[config.mk]
export PLATFORM = sky130hd
export DESIGN_NAME = cpc_ram_bankctl
export DESIGN_NICKNAME = d
export VERILOG_FILES = /design/src/rtl/cpc_ram_bankctl.sv
export SDC_FILE = /design/constraint.sdc
export NUM_CORES = 1
export LEC_CHECK = 0
export CAP_MARGIN = 10
export CORE_ASPECT_RATIO = 0.7
export CORE_MARGIN = 5
export CORE_UTILIZATION = 40
export DETAILED_ROUTE_END_ITERATION = 8
export PLACE_DENSITY = 0.68
export SYNTH_ARGS = -nofsm -noshare
export SYNTH_HDL_FRONTEND = slang
export SYNTH_SLANG_ARGS = --single-unit
[constraint.sdc]
create_clock -name clk -period 2.67 [get_ports clk]
set_clock_uncertainty 0.2 [all_clocks]
set_input_delay 0.534 -clock clk [delete_from_list [all_inputs] [get_ports clk]]
set_output_delay 0.534 -clock clk [all_outputs]
set_load 0.05 [all_outputs]
[src/rtl/cpc_ram_bankctl.sv]
// CPC expansion RAM bank controller: captures the bank/mode config from qualified
// I/O writes (data bits 7:6 = 11) and maps Z80 memory blocks onto the external SRAM.
module cpc_ram_bankctl #(
  parameter int BANKBITS    = 3,
  parameter int SYNC_STAGES = 2,
  parameter int STROBE_MIN  = 2
) (
  input  logic                  clk,
  input  logic                  reset,
  input  logic                  adr15,
  input  logic                  adr14,
  input  logic                  adr12,
  input  logic                  adr11,
  input  logic                  iorq_b,
  input  logic                  mreq_b,
  input  logic                  ramrd_b,
  input  logic                  wr_b,
  input  logic [7:0]            datain,
  output logic                  ramdis,
  output logic                  ramcs_b,
  output logic                  ramoe_b,
  output logic                  ramwe_b,
  output logic [BANKBITS+1:0]   ramadrhi,
  output logic [BANKBITS+2:0]   cfg_q,
  output logic                  cfg_wr
);

  typedef enum logic [1:0] {IDLE, QUALIFY, CAPTURE, WAIT_RELEASE} state_e;

  localparam logic [2:0] StrobeMinC = 3'(STROBE_MIN);

  logic [SYNC_STAGES-1:0]      iorqSync_q, wrSync_q, adr15Sync_q;
  logic [SYNC_STAGES-1:0][7:0] dataSync_q;
  logic                        iorqS, wrS, adr15S, strobeS;
  logic [7:0]                  dataS;
  logic [BANKBITS-1:0]         bankD;

  state_e     state_q, state_d;
  logic [2:0] cnt_q, cnt_d, cntInc;
  logic       loadCfg;

  logic [1:0]          blk, block;
  logic [2:0]          mode;
  logic [BANKBITS-1:0] bank;
  logic                extram, ramrd, ramwr;

  // Bus inputs are asynchronous to clk; reset parks them in the inactive state.
  always_ff @(posedge clk) begin
    if (reset) begin
      iorqSync_q  <= '1;
      wrSync_q    <= '1;
      adr15Sync_q <= '0;
      dataSync_q  <= '0;
    end else begin
      iorqSync_q  <= {iorqSync_q[SYNC_STAGES-2:0], iorq_b};
      wrSync_q    <= {wrSync_q[SYNC_STAGES-2:0], wr_b};
      adr15Sync_q <= {adr15Sync_q[SYNC_STAGES-2:0], adr15};
      dataSync_q  <= {dataSync_q[SYNC_STAGES-2:0], datain};
    end
  end

  assign iorqS   = iorqSync_q[SYNC_STAGES-1];
  assign wrS     = wrSync_q[SYNC_STAGES-1];
  assign adr15S  = adr15Sync_q[SYNC_STAGES-1];
  assign dataS   = dataSync_q[SYNC_STAGES-1];
  assign strobeS = !iorqS && !wrS && !adr15S && dataS[7] && dataS[6];

  // Large configurations take their upper bank bits from the inverted port address.
  if (BANKBITS > 3) begin : gExtBank
    logic [SYNC_STAGES-1:0] adr12Sync_q, adr11Sync_q;
    logic [1:0]             extBank;

    always_ff @(posedge clk) begin
      if (reset) begin
        adr12Sync_q <= '0;
        adr11Sync_q <= '0;
      end else begin
        adr12Sync_q <= {adr12Sync_q[SYNC_STAGES-2:0], adr12};
        adr11Sync_q <= {adr11Sync_q[SYNC_STAGES-2:0], adr11};
      end
    end

    assign extBank = {~adr12Sync_q[SYNC_STAGES-1], ~adr11Sync_q[SYNC_STAGES-1]};
    assign bankD   = {extBank[BANKBITS-4:0], dataS[5:3]};
  end else begin : gNoExtBank
    logic unusedAdr;
    assign unusedAdr = adr12 ^ adr11;
    assign bankD     = dataS[5:3];
  end

  always_ff @(posedge clk) begin
    if (reset) begin
      state_q <= IDLE;
      cnt_q   <= 3'd0;
    end else begin
      state_q <= state_d;
      cnt_q   <= cnt_d;
    end
  end

  // cnt_q counts low cycles already seen; the current strobe cycle makes it cntInc.
  always_comb begin
    state_d = state_q;
    cnt_d   = cnt_q;
    cntInc  = cnt_q + 3'd1;
    case (state_q)
      IDLE: begin
        if (strobeS) begin
          state_d = (STROBE_MIN == 1) ? CAPTURE : QUALIFY;
          cnt_d   = 3'd1;
        end
      end
      QUALIFY: begin
        if (!strobeS) begin
          state_d = IDLE;
          cnt_d   = 3'd0;
        end else if (cntInc == StrobeMinC) begin
          state_d = CAPTURE;
          cnt_d   = 3'd0;
        end else begin
          cnt_d   = cntInc;
        end
      end
      CAPTURE: begin
        state_d = WAIT_RELEASE;
        cnt_d   = 3'd0;
      end
      default: begin
        cnt_d = 3'd0;
        if (!strobeS) state_d = IDLE;
      end
    endcase
  end

  always_comb begin
    loadCfg = (state_d == CAPTURE);
    cfg_wr  = (state_q == CAPTURE);
  end

  always_ff @(posedge clk) begin
    if (reset) begin
      cfg_q <= '0;
    end else if (loadCfg) begin
      cfg_q <= {bankD, dataS[2:0]};
    end
  end

  assign mode = cfg_q[2:0];
  assign bank = cfg_q[BANKBITS+2:3];
  assign blk  = {adr15, adr14};

  // Modes 1 and 3 behave identically here; 4..7 overlay block 1 only.
  always_comb begin
    extram = 1'b0;
    block  = 2'b00;
    case (mode)
      3'd0: ;
      3'd1, 3'd3: begin
        if (blk == 2'b11) begin
          extram = 1'b1;
          block  = 2'b11;
        end
      end
      3'd2: begin
        extram = 1'b1;
        block  = blk;
      end
      default: begin
        if (blk == 2'b01) begin
          extram = 1'b1;
          block  = mode[1:0];
        end
      end
    endcase
  end

  assign ramadrhi = extram ? {bank, block} : '0;
  assign ramrd    = extram && !ramrd_b;
  assign ramwr    = extram && !wr_b && !mreq_b;
  assign ramcs_b  = !(ramrd || ramwr);
  assign ramoe_b  = !ramrd;
  assign ramwe_b  = !ramwr;
  assign ramdis   = ramrd;

endmodule
Word level (Yosys, flattened, before mapping)
Cells that the tools add are included.
Operators by class
  add/subtract/negate cells: 1
  equal/unequal tests: 10
  multiplexer cells: 16
  reductions and logical operators: 20
Operators by type and width (count)
  2-bit two-way mux: 6
  2-bit one-hot mux with 3 select lines: 2
  3-bit by 2-bit equality test with 1-bit output, second input constant: 3
  1-bit zero test: 9
  3-bit two-way mux: 3
  1-bit logical AND: 7
  2-bit equality test, second input constant: 3
  3-bit one-hot mux with 2 select lines: 1
  5-bit two-way mux: 1
  2-bit by 1-bit equality test with 1-bit output, second input constant: 2
  3-bit by 1-bit adder with 3-bit output, second input constant: 1
  3-bit by 1-bit equality test with 1-bit output, second input constant: 1
  3-bit zero test: 1
  1-bit one-hot mux with 3 select lines: 1
  2-bit zero test: 1
  1-bit two-way mux: 2
  2-bit inequality test, second input constant: 1
  2-bit OR reduction: 1
  1-bit logical OR: 1
Storage, ports and cells
  register bits after elaboration: 33
  input port bits: 18
  output and inout bits: 16
  word-level logic and storage cells: 55

Depth between registers and ports, before layout
  depth in word-level cells: 8
  gate-level depth with buffers: 5
  gate-level depth less buffers: 5

Worst setup path before layout
Ideal clock, no wire load.
  path kind: register to output
  start point: register cfg_q[0]
  end point: output port ramadrhi[1]
  arrival: 2022 ps
  data required time: 1936 ps
  setup slack: -86 ps
  stages on the path, launching flop included: 5
  buffers on the path: 0
  path through: dfxtp_1 > and2_1 > a21oi_1 > o22ai_1 > nor2b_1
Between the ends
  cells in the longest elaborated chain, start to end: 4
  elaborated cells between the ends (all ways): 8
RTL lines
  start: declaration: RTL line 24  | output logic [BANKBITS+2:0] cfg_q,
  start signal: assignment: RTL line 144  | cfg_q <= {bankD, dataS[2:0]};
  3-bit by 1-bit equality test with 1-bit output / 3-bit by 2-bit equality test with 1-bit output (equally long branches): RTL line 156  | case (mode)
  2-bit OR reduction: RTL line 156
  2-bit one-hot mux with 3 select lines / 1-bit one-hot mux with 3 select lines (equally long branches): RTL line 156
  5-bit two-way mux *: RTL line 177  | assign ramadrhi = extram ? {bank, block} : '0;
  end: declaration: RTL line 23  | output logic [BANKBITS+1:0] ramadrhi,
Every way passes the cells marked *; elsewhere a longest branch is shown, timed or not.

Final worst setup path
  start point: input port adr15
  end point: output port ramadrhi[4]
Between the ends
  cells in the longest elaborated chain, start to end: 4
  elaborated cells between the ends (all ways): 6
RTL lines
  start: declaration: RTL line 10  | input logic adr15,
  2-bit by 1-bit equality test with 1-bit output / 2-bit equality test (equally long branches): RTL line 169, 159
  1-bit two-way mux (on tied branches): RTL line 169, 159
  1-bit one-hot mux with 3 select lines *: RTL line 156
  5-bit two-way mux *: RTL line 177
Marked as above.

==> summary.md <==
| Metric | Value |
|---|---|
| Switching Share | between 20 and 25% |
| Starting DRT DRC Count | 25 |
| Worst-Skew Late Latency | ~0.28 ns |
| Post_cts resized | 0 |
| Commonest non-fill, non-tap cell in the layout | dfxtp_1 |
| Post-synthesis sequential area ratio | a little over half |
| Placed cell count | 189 |
| Share of layout cells above drive strength 1 | between 10% and 20% |
| Pin count of the biggest net entering global routing | 36 |
| Syn_area_per_cell | 10.3 µm² |
| Worst vdd ir | roughly 0.39 mV |
| Worst-path cell chain | clkdlybuf4s50_1 > and2_4 > a21oi_1 > o22ai_1 > buf_4 > and2_1 > buf_12 |
| Root Buffer | clkbuf_8 |
| Die span in y | 56.8 µm |
| Filler instances | 281 |
| Critical Path AT | around 1.9 ns |
| RePlAce Congestion | 0.740 |
| Worst-case clock buffer depth | 2 |
| Mux share of post-synthesis cell area | 6.40% |
| Vias per cell | 4.64 |
| Tcrit/Tclk final | 97.7% |
| Core Rows | 17 |
| Final cell count without fillers | 195 |
| F_max | 383 MHz |
| GR Overflow Total | 0 |
| Pwr dens | ~500 nW/µm² |
| CP delay by family, top | buffers and inverters |
| H-tree depth | 2 |
| Status | finished clean |
| Tmin final | 2.61 ns |
| Post-Place Cell Area | 1650 µm² |
| Reg power frac | a little under three fifths |
| Leak Pwr | 0.648 nW |
| Final wirelength | 2.31 mm |
| Num CTS Buffers | 5 |
| Die Area | 4360 µm² |
| Initial antenna violation count | 0 |
| I/O Buffers | 31 |
| Core area | 3080 µm² |
| HP Class | register to register |
| Crit-path max cell delay | around 0.47 ns |
| CP max FO | 8 |
| RSZ-0062 raised after global routing | yes |
| DR pass1 iterations | 4 |
| Hold Fails Final Rpt | 0 |
| Max-slew violation count | 0 |
| HPWL after DPL | 1.75 mm |
| Post-route cell area | between 1500 and 2000 µm² |
| I/O Pins | 34 |
| Die width | 76.8 µm |
| Max_cap viols | 0 |
| Mapped cell area | 1250 µm² |
| Buf/Inv on CP | 3 |
| Detail Route Antenna Nets | 0 |
| Synth Area in Adders | approximately 2.0% |
| # hold bufs at CTS | 0 |
| Post-synth cell types | 24 |
| # nets final | between 150 and 200 |
| Int Power | around 0.71 mW |
| Worst Tran Pin Value | 0.624 ns |
| Logic pwr share | 5.8% |
| Slew headroom | 58.2% |
| Net switching power figure | 0.182 mW |
| CTS tree | built |
| Top-area cell type share of the netlist area | between 50% and 60% |
| Leading area contributor after synthesis | dfxtp_1 |
| Cell count after synthesis | 121 |
| Largest family of logic cells by synthesized area | simple AND/OR/NAND/NOR gates |
| # diodes | 0 |
| Clk sinks | 33 |
| Post-Syn Nets | 141 |
| Clock network power share | 37.1% |
| DR vias | 905 |
| Setup crit start kind | input pin |
| Final setup viols | 0 |
| Area growth from synthesis to layout | 39.1% |
| Critical path class | input pin to output pin |
| CP max stage cell | clkdlybuf4s50_1 |
| GR Util All Layers | 11.8% |
| Post-synthesis xor/xnor area fraction | 0% |
| Global-route wire length before repair | 3.97 mm |
| FF/Latch Area | 661 µm² |
| Initial Util | 40.6% |
| WP data required | 1.94 ns |
| Setup bufs post-CTS | 0 |
| Synth Warn # | 0 |
| Area of the multi-input gates | around 570 µm² |
| Post-Synth Simple-Gate Area | 29.6% |
| Area contributors post-synth | dfxtp_1 (53%), nor2b_1 (12%), nand2b_1 (7.5%) |
| Drt drc | 0 |
| WL/cell | 11.8 µm |
| CP Capture Type | output pin |
| Vias in the first global route | around 900 |
| Post-synthesis compound-gate area fraction | 6.20% |
| Clock transition at path regs | 0.06 ns |
| Synth Register Bits | 33 |
| Most frequent cells in the layout | dfxtp_1 (33), clkdlybuf4s50_1 (22), nor2b_1 (21) |
==> per-stage QoR <==
step / total power [mW] / TNS [ns] / setup WS [ns] / hold WS [ns] / utilization, %
floorplan: 0.543 / 0 / 0.147 / 0.189 / -
global placement: 0.571 / 0 / 0.0757 / 0.194 / 53.6
detailed placement: 0.573 / 0 / 0.0386 / 0.198 / 53.6
CTS: 0.906 / 0 / 0.0307 / 0.215 / 56.0
global route: 0.936 / -0.0313 / -0.0112 / 0.220 / 56.4
finish: 0.894 / 0 / 0.0601 / 0.212 / 56.4
==> power by group through the flow <==
stage	combinational, mW	sequential (mW)	clock [mW]
2_1_floorplan	0.0217	0.521	0
3_3_place_gp	0.0496	0.522	0
3_5_place_dp	0.0514	0.522	0
4_1_cts	0.0514	0.511	0.343
5_1_grt	0.0566	0.512	0.368
6_report	0.0517	0.511	0.332
==> registers in the layout, summed over array words and instances (netlist names) <==
register     cells
adr15Sync_q      2
cfg_q            6
cnt_q            3
dataS            8
dataSync_q       8
iorqSync_q       2
state_q          2
wrSync_q         2
==> per-layer routing <==
| layer | part of all wire (%) | vias up | global-route usage, % |
|---|---|---|---|
| met5 | 0 | - | 0 |
| li1 | - | 465 | - |
| met3 | 5.6 | 0 | 7.05 |
| met2 | 51 | 21 | 19.3 |
| met1 | 44 | 419 | 12.5 |
| met4 | 0 | 0 | 3.99 |
==> logic make-up after synthesis <==
| kind of cell | Yosys count |
|---|---|
| AND/OR/NAND/NOR | 58 |
| flip-flops | 33 |
| AO/OA/AOI/OAI | 12 |
| buffers and inverters | 8 |
| multiplexers | 8 |
| adder cells (fa/ha/maj) | 2 |
==> layout make-up <==
type,instances,area share [%]
sequential,33,38.0
multi-input combinational,80,32.8
timing repair buffer,34,21.4
clock buffer,5,3.95
tap,38,2.73
inverter,4,0.863
clock inverter,1,0.288
==> cell usage after synthesis (all sizes together) <==
library cell,instances
nand3,1
nor2,2
nor4b,1
a2111oi,1
ha,2
a41o,1
o311a,1
clkbuf,3
nor2b,23
buf,1
nand2b,15
nand2,4
mux2i,8
and3,1
o21ai,2
or4,2
o22ai,1
dfxtp,33
and2,5
or2,4
inv,4
a21oi,5
o21a,1
==> worst register-to-register path, stage by stage, from the launching register on <==
cell	delay [ns]
dfxtp_1	0.38
ha_1	0.19
nand2b_1	0.12
and3_1	0.22
nor4b_4	0.55
mux2i_1	0.27
==> path summary, 6_finish.rpt <==
check	from	to	slack (ns)	cells after the start
worst max register to register	cnt_q[0]$_SDFFE_PP0P_	cfg_q[5]$_SDFFE_PP0N_	0.67	5
worst min-delay path	wrSync_q[0]$_SDFF_PP1_	wrSync_q[1]$_SDFF_PP1_	0.21	1
worst min register to register	wrSync_q[0]$_SDFF_PP1_	wrSync_q[1]$_SDFF_PP1_	0.21	1
worst max-delay path	adr15	ramadrhi[4]	0.06	7
Power figures use the tool's default switching activity.
